### config.mk
export PLATFORM = sky130hd
export DESIGN_NAME = audio_clip_player
export DESIGN_NICKNAME = d
export VERILOG_FILES = /design/src/rtl/audio_pkg.sv /design/src/rtl/pwm_modulator.sv /design/src/rtl/audio_clip_player.sv
export SDC_FILE = /design/constraint.sdc
export NUM_CORES = 1
export LEC_CHECK = 0
export CORE_MARGIN = 8
export CORE_UTILIZATION = 40
export DETAILED_ROUTE_END_ITERATION = 16
export PLACE_DENSITY = 0.62
export SYNTH_ARGS = -nofsm -noshare
export SYNTH_HDL_FRONTEND = slang
export SYNTH_SLANG_ARGS = --single-unit
### constraint.sdc
create_clock -name Clk -period 4.15 [get_ports Clk]
set_input_delay 0.83 -clock Clk [delete_from_list [all_inputs] [get_ports Clk]]
set_output_delay 0.83 -clock Clk [all_outputs]
set_load 0.02 [all_outputs]
### src/rtl/audio_pkg.sv
// Clip table and shared types for the audio clip player.
// Latency: n/a (types and constants only).
// Backpressure: n/a.
// Contents: clip_id_t, player_state_t, CLIP_BASE/CLIP_LEN tables indexed by clip ID.
// The tables are regenerated together with the sample ROM .coe/.mem image.
package audio_pkg;

  typedef enum logic [1:0] {
    CLIP_NONE = 2'b00,
    CLIP_JUMP = 2'b01,
    CLIP_DEAD = 2'b10,
    CLIP_WIN  = 2'b11
  } clip_id_t;

  typedef enum logic [2:0] {
    ST_IDLE  = 3'd0,
    ST_FETCH = 3'd1,
    ST_WAIT  = 3'd2,
    ST_PLAY  = 3'd3,
    ST_DONE  = 3'd4,
    ST_REARM = 3'd5
  } player_state_t;

  localparam int CLIP_TABLE_W = 16;

  // Entry [i] belongs to clip ID i (entry 3 is the MSB word).
  localparam logic [3:0][CLIP_TABLE_W-1:0] CLIP_BASE = {16'h0200, 16'h0100, 16'h0010, 16'h0000};
  localparam logic [3:0][CLIP_TABLE_W-1:0] CLIP_LEN  = {16'd4,    16'd2,    16'd3,    16'd0};

endpackage

### src/rtl/pwm_modulator.sv
// PWM stage: free-running counter compared against the current sample.
// Latency: 1 cycle from duty/active to pwm_out (registered compare).
// Backpressure: none; counter runs every cycle regardless of active.
// Ports: Clk, reset_rtl_0 (sync active-low), active (gate), duty (sample), pwm_out.
module pwm_modulator #(
  parameter int SAMPLE_W = 8
) (
  input  logic                Clk,
  input  logic                reset_rtl_0,
  input  logic                active,
  input  logic [SAMPLE_W-1:0] duty,
  output logic                pwm_out
);

  logic [SAMPLE_W-1:0] pwm_cnt;

  always_ff @(posedge Clk) begin
    if (!reset_rtl_0) begin
      pwm_cnt <= '0;
      pwm_out <= 1'b0;
    end else begin
      pwm_cnt <= pwm_cnt + SAMPLE_W'(1);
      // Strict less-than: duty 0 is always low, full scale is high 255 of 256.
      pwm_out <= active && (pwm_cnt < duty);
    end
  end

endmodule

### src/rtl/audio_clip_player.sv
// Plays a selected clip from a synchronous sample ROM as PWM on both speaker pins.
// Latency: first ROM address 1 edge after en; completion pulse L*CLK_DIV edges after start (1 for silence).
// Backpressure: none; en is a level request, dropping it mid-clip aborts without a completion pulse.
// Ports: Clk, reset_rtl_0 (sync active-low), en, audio_select, rom_addr/rom_data,
//        leftsound/rightsound (same PWM signal), playback_complete (one-cycle pulse).
module audio_clip_player
  import audio_pkg::*;
#(
  parameter int CLK_DIV  = 12500,
  parameter int SAMPLE_W = 8,
  parameter int ADDR_W   = 16
) (
  input  logic                Clk,
  input  logic                reset_rtl_0,
  input  logic                en,
  input  logic [1:0]          audio_select,
  output logic [ADDR_W-1:0]   rom_addr,
  input  logic [SAMPLE_W-1:0] rom_data,
  output logic                leftsound,
  output logic                rightsound,
  output logic                playback_complete
);

  localparam int TICK_W = $clog2(CLK_DIV);

  player_state_t           state;
  clip_id_t                sel_q;
  clip_id_t                sel_live;
  logic [CLIP_TABLE_W-1:0] idx_q;
  logic [CLIP_TABLE_W-1:0] idx_nxt;
  logic [TICK_W-1:0]       tick_q;
  logic [SAMPLE_W-1:0]     sample_reg;
  logic                    pwm_active;
  logic                    pwm_out;

  assign sel_live = clip_id_t'(audio_select);
  assign idx_nxt  = idx_q + CLIP_TABLE_W'(1);

  // FETCH of the very first sample has no sample loaded yet; later FETCH
  // cycles keep playing the previous sample so the period stays seamless.
  assign pwm_active = (state == ST_WAIT) || (state == ST_PLAY) ||
                      ((state == ST_FETCH) && (idx_q != '0));

  assign playback_complete = (state == ST_DONE);

  always_ff @(posedge Clk) begin
    if (!reset_rtl_0) begin
      state      <= ST_IDLE;
      sel_q      <= CLIP_NONE;
      idx_q      <= '0;
      tick_q     <= '0;
      sample_reg <= '0;
      rom_addr   <= '0;
    end else begin
      unique case (state)
        ST_IDLE: begin
          sample_reg <= '0;
          if (en) begin
            sel_q <= sel_live;
            idx_q <= '0;
            if (CLIP_LEN[sel_live] == '0) begin
              state <= ST_DONE;
            end else begin
              // Address is registered on entry so it is stable for the whole FETCH cycle.
              rom_addr <= ADDR_W'(CLIP_BASE[sel_live]);
              state    <= ST_FETCH;
            end
          end
        end
        ST_FETCH: begin
          if (!en) begin
            state      <= ST_IDLE;
            sample_reg <= '0;
          end else begin
            state <= ST_WAIT;
          end
        end
        ST_WAIT: begin
          if (!en) begin
            state      <= ST_IDLE;
            sample_reg <= '0;
          end else begin
            sample_reg <= rom_data;
            // FETCH and WAIT already used 2 cycles; PLAY runs CLK_DIV-3 down to 0.
            tick_q     <= TICK_W'(CLK_DIV - 3);
            state      <= ST_PLAY;
          end
        end
        ST_PLAY: begin
          if (!en) begin
            state      <= ST_IDLE;
            sample_reg <= '0;
          end else if (tick_q == '0) begin
            idx_q <= idx_nxt;
            if (idx_nxt == CLIP_LEN[sel_q]) begin
              state <= ST_DONE;
            end else begin
              rom_addr <= ADDR_W'(CLIP_BASE[sel_q]) + ADDR_W'(idx_nxt);
              state    <= ST_FETCH;
            end
          end else begin
            tick_q <= tick_q - TICK_W'(1);
          end
        end
        ST_DONE: begin
          state <= ST_REARM;
        end
        ST_REARM: begin
          if (!en) begin
            state <= ST_IDLE;
          end
        end
        default: begin
          state <= ST_IDLE;
        end
      endcase
    end
  end

  pwm_modulator #(
    .SAMPLE_W(SAMPLE_W)
  ) u_pwm (
    .Clk        (Clk),
    .reset_rtl_0(reset_rtl_0),
    .active     (pwm_active),
    .duty       (sample_reg),
    .pwm_out    (pwm_out)
  );

  assign leftsound  = pwm_out;
  assign rightsound = pwm_out;

endmodule

==> impl_metrics.ini, run 1 <==
[outcome]
status = finished clean

[setup_path]
r2r_start = idx_q[0]
arrival_ns = 3.60
r2r_slack_ns = 0.83
crit_fanout = 21
r2r_cells = 9
crit_type = flop to flop
r2r_end = rom_addr[3]
start_kind = flop
worstPathRequired_ns = 4.42
end_kind = flop

[min_path]
hold_path.startpoint = rom_addr[10]
whs_path_depth = 2
hold_end = rom_addr[10]
hp-class = flop to flop

[clocking]
clkTransAtPathRegs_ns = 0.07
post_cts_buffers = 0
ctsHoldBuffers = 0
cts_tree = yes
clock_path_buffers = 2
clk-insertion-delay-late_ns = 0.36
clockRootBuffer = clkbuf_8
cts_resized = 0
htree_levels = 3
cts_sinks = 68
cts_buffers = 9

[drt]
vias = 3551
wl_per_cell_um = 15.1
viasPerCell = 5.45
drtPass1Iterations = 5
drt_wl_total_mm = 9.84
drtAntennaViolNets = 0
drt_iter0_markers = 256
drc_errors = 0

[finish]
largest_registers = idx_q x16, rom_addr x16, tick_q x14
diodes = 0
fillers = 978
postLayoutCellArea_um2 = 4510
utilization_pct = 46.6
area_growth_pct = 13.7
drive_gt1_share_pct = 5.78
nNetsFinal = 545

[yosys]
synth-simple-area-share_pct = 25.6
synth_most_common_cell = dfxtp_1
synth_commonest_cells = 68 x dfxtp_1, 55 x nor2_1, 45 x nand2_1, 43 x a21oi_1, 28 x nand3_1
synth_top_area_share_pct = 34.3
synth_compound_area_share_pct = 18.1
async_reset_ff_share_pct = 0
synth_top_family_by_area = simple AND/OR/NAND/NOR gates
syn_nets = 532
synth_seq_cells = 68
postSynthAreaPerCell_um2 = 7.92
ys_seq_area_share_pct = 34.3
synthAdderAreaFrac_pct = 5.68
synthMuxAreaShare_pct = 1.01
yosysWarnings = 0
netlist_area_um2 = 3970
synth_area_leaders = dfxtp_1 34%, ha_1 5.7%, a21oi_1 5.4%
synthXorXnorAreaFrac_pct = 9.71
netlist_instances = 501
ys_types = 54
yosysTopAreaCell = dfxtp_1
synth_ff_type = dfxtp_1
synth-edff-count = 0

[timing]
post-route-period-util_pct = 80.1
period_needed_ns = 3.32
setup-tns-final_ns = 0
rsz0062_at_grt = no
worst_hold_slack_ns = 0.459
timing.final.ws_setup_ns = 0.826
finalClockSkew_ns = 0.0128
setup_viol = 0
relSlewSlack_pct = 48.6
tightest_slew_ns = 0.769
fmax_mhz = 301
finalHoldViolCount = 0
finalMaxSlewViolations = 0

[place]
port_buffers = 31
dpl-instance-area_um2 = 4330
place_ws_ns = 0.858
hpwl_mm = 7.02
place.gp.congestion = 0.902

[global_route]
grt_max_degree = 26
grt_pass1_vias = 3402
grt_antenna_before_repair = 0
grt_usage_pct = 15.9
grt-ovfl-total = 0
grt_pass1_wl_mm = 16.9

[floorplan]
die_area_um2 = 13400
pin_count = 32
row_count = 36
core_region_area_um2 = 9680
die_y_um = 116
start_util_pct = 41.0
die_x_um = 116

[power_and_ir_drop]
power-per-cell-area_nw_per_um2 = 296
ir_drop_mv = 0.171
p_leak_nw = 1.65

[run]
maxCapViolations = 0
[metrics by stage]
stage	total power, mW	instances
finish	1.34	652
global route	1.40	652
CTS	1.36	652
detailed placement	0.852	636
global placement	0.850	636
floorplan	0.801	501
[power by group]
group	internal [mW]	switching, mW	leakage, nW
Sequential	0.666	0.0142	0.550
Combinational	0.0653	0.0926	1.01
Clock	0.232	0.266	0.0920
Total	0.963	0.373	1.65
[how the worst max path moves through the flow]
stage	start	end	slack, ns
3_3_place_gp	idx_q[0]	rom_addr[3]	1.08
2_1_floorplan	idx_q[1]	rom_addr[14]	1.63
4_1_cts	idx_q[0]	rom_addr[3]	0.83
6_report	idx_q[0]	rom_addr[3]	0.83
3_5_place_dp	idx_q[0]	rom_addr[0]	0.86
5_1_grt	idx_q[0]	rom_addr[3]	0.45
[cell usage in the layout, fill, tap and decap left out, types with 3 or more instances in the layout]
master / Yosys / layout
and2_1: 3 / 3
or3_1: 9 / 9
a311oi_1: 5 / 5
nand2_1: 45 / 45
a211oi_1: 4 / 4
a31oi_1: 4 / 4
nand2b_1: 4 / 4
and3_1: 7 / 7
xnor2_1: 21 / 21
nand3b_1: 9 / 9
nor2_1: 55 / 55
dfxtp_1: 68 / 68
nor3_1: 8 / 8
o21ai_0: 16 / 16
a21oi_1: 43 / 43
ha_1: 18 / 18
nand3_1: 28 / 28
clkdlybuf4s50_1: 0 / 31
inv_1: 21 / 21
mux2i_1: 4 / 4
nand4_1: 10 / 10
a21o_1: 6 / 6
xor2_1: 23 / 23
o2bb2ai_1: 5 / 5
buf_4: 1 / 4
clkinv_2: 0 / 3
nor4_1: 6 / 6
clkbuf_8: 0 / 10
a22oi_1: 9 / 9
or2_2: 3 / 3
nor3b_1: 3 / 3
a41o_1: 4 / 4
[cell families after synthesis]
logic type | after synthesis
flip-flops | 68
buffers and inverters | 55
multiplexers | 4
adder cells (fa/ha/maj) | 18
AND/OR/NAND/NOR | 201
XOR/XNOR | 44
AO/OA/AOI/OAI | 111
[routing by layer]
layer / vias up / global-route usage (%) / part of all wire, %
li1: 1798 / - / -
met1: 1629 / 20.9 / 48
met2: 102 / 23.4 / 42
met3: 22 / 4.38 / 6.6
met4: 0 / 7.71 / 2.9
met5: - / 0 / 0
[critical path, stage by stage (launching register included)]
cell       delay (ns)
dfxtp_1          0.49
ha_1             0.44
nand3_1          0.32
nor3_1           0.61
nand3_1          0.15
a221oi_1         0.33
nand4_1          0.13
buf_4            0.24
a21oi_1          0.37
o2bb2ai_1        0.16
[final cells by class]
cell class	count	area [µm²]	area share (%)
clock buffer	10	138	3.05
clock inverter	6	40.0	0.887
multi-input combinational	378	2380	52.8
timing repair buffer	35	340	7.54
tap	133	166	3.69
sequential	68	1360	30.2
inverter	22	82.6	1.83
(Power assumes the default switching activity.)
==> run 2, diff against run 1 <==
Settings changed: PLACE_DENSITY 0.62 to 0.65.
Clock period 4.15 ns to 2.81 ns, I/O delays scaled along.
==> impl_metrics.ini, run 2 (synthesized netlist as in run 1, its figures left out) <==
[clocking]
ctsHoldBuffers = 0
clkTransAtPathRegs_ns = 0.08
htree_levels = 3
post_cts_buffers = 0
cts_sinks = 68
clock_path_buffers = 2
clockRootBuffer = clkbuf_8
cts_tree = yes
cts_resized = 0
cts_buffers = 9
clk-insertion-delay-late_ns = 0.35

[timing]
setup_viol = 0
tightest_slew_ns = 0.644
finalClockSkew_ns = 0.0117
post-route-period-util_pct = 93.5
period_needed_ns = 2.63
finalHoldViolCount = 0
finalMaxSlewViolations = 0
rsz0062_at_grt = no
fmax_mhz = 380
setup-tns-final_ns = 0
relSlewSlack_pct = 56.7

[global_route]
grt-ovfl-total = 0
grt_pass1_wl_mm = 16.8
grt_max_degree = 21
grt_pass1_vias = 3475
grt_antenna_before_repair = 0
grt_usage_pct = 15.7

[power_and_ir_drop]
p_leak_nw = 1.84
ir_drop_mv = 0.202
power-per-cell-area_nw_per_um2 = 447

[finish]
mostFrequentLayoutCell = dfxtp_1
largest_registers = idx_q x16, rom_addr x16, tick_q x14
diodes = 0
postLayoutCellArea_um2 = 4820
nNetsFinal = 578
fillers = 917
multi_input_area_um2 = 2400
drive_gt1_share_pct = 12.5
layout_common_cells = 65 x dfxtp_1, 55 x nor2_1, 45 x nand2_1
area.sequential_um2 = 1370
area_growth_pct = 21.5

[drt]
drc_errors = 0
drtPass1Iterations = 5
drt_iter0_markers = 229
drtAntennaViolNets = 0
vias = 3674
wl_per_cell_um = 15.0
viasPerCell = 5.36
drt_wl_total_mm = 10.3

[floorplan]
core_region_area_um2 = 9680
start_util_pct = 41.0
row_count = 36
die_x_um = 116
die_area_um2 = 13400
die_y_um = 116
pin_count = 32

[place]
place.gp.congestion = 0.900
port_buffers = 31
dpl-instance-area_um2 = 4580
hpwl_mm = 7.57

[setup_path]
crit_type = flop to flop
crit_fanout = 6
r2r_slack_ns = 0.18
arrival_ns = 2.87
worstPathRequired_ns = 3.05
start_kind = flop
end_kind = flop

[run]
maxCapViolations = 0

[outcome]
status = finished clean

[min_path]
hp-class = flop to flop
==> run 2: cell count changes in the layout (fill, tap and decap cells not counted), moves of 2 or more <==
cell,delta
o21ai_2,+2
bufinv_16,+2
clkinv_2,-2
dfxtp_2,+3
dfxtp_1,-3
buf_4,+33
==> run 2: metrics by stage <==
stage	hold slack, ns	cells	power (mW)	setup WS, ns	utilization [%]
after floorplan	0.421	501	1.18	0.285	-
after detailed placement	0.451	669	1.27	0.0679	47.3
after global placement	0.435	669	1.26	0.149	47.3
after global routing	0.478	685	2.25	0.00356	49.8
after CTS	0.467	685	2.18	0.0567	49.6
final	0.460	685	2.16	0.182	49.8
==> run 2: critical path: stages, from the launching register on <==
cell     delay (ns)
dfxtp_1        0.35
or4_4          0.56
or3_4          0.37
o31ai_1        0.58
a21oi_1        0.24
and2b_1        0.23
xnor2_1        0.14
nor2_1         0.05
==> run 2: power breakdown <==
part,internal [mW],switching [mW]
registers,0.983,0.0216
logic,0.104,0.137
clock network,0.504,0.406
==> run 2: per-layer routing <==
layer / share of wire [%] / global-route usage, % / up-vias / wire (µm)
met5: 0 / 0 / - / 0
met4: 1.9 / 6.65 / 0 / 193
met3: 5.0 / 3.02 / 15 / 517
met2: 44 / 25.0 / 87 / 4570
met1: 49 / 20.1 / 1711 / 5010
li1: - / - / 1861 / -
==> run 2: final timing paths <==
kind           startpoint      endpoint  cells after the start
max             tick_q[7]     tick_q[8]                      7
min          rom_addr[10]  rom_addr[10]                      2
max reg2reg     tick_q[7]     tick_q[8]                      7
min reg2reg  rom_addr[10]  rom_addr[10]                      2
==> run 2: final cells by class <==
class                   count  share of cell area [%]
inverters                  22                    1.71
repair buffers             68                    12.2
flip-flops and latches     68                    28.3
clock inverters             7                    2.05
clock buffers               9                    2.57
multi-input cells         378                    49.7
well taps                 133                    3.45
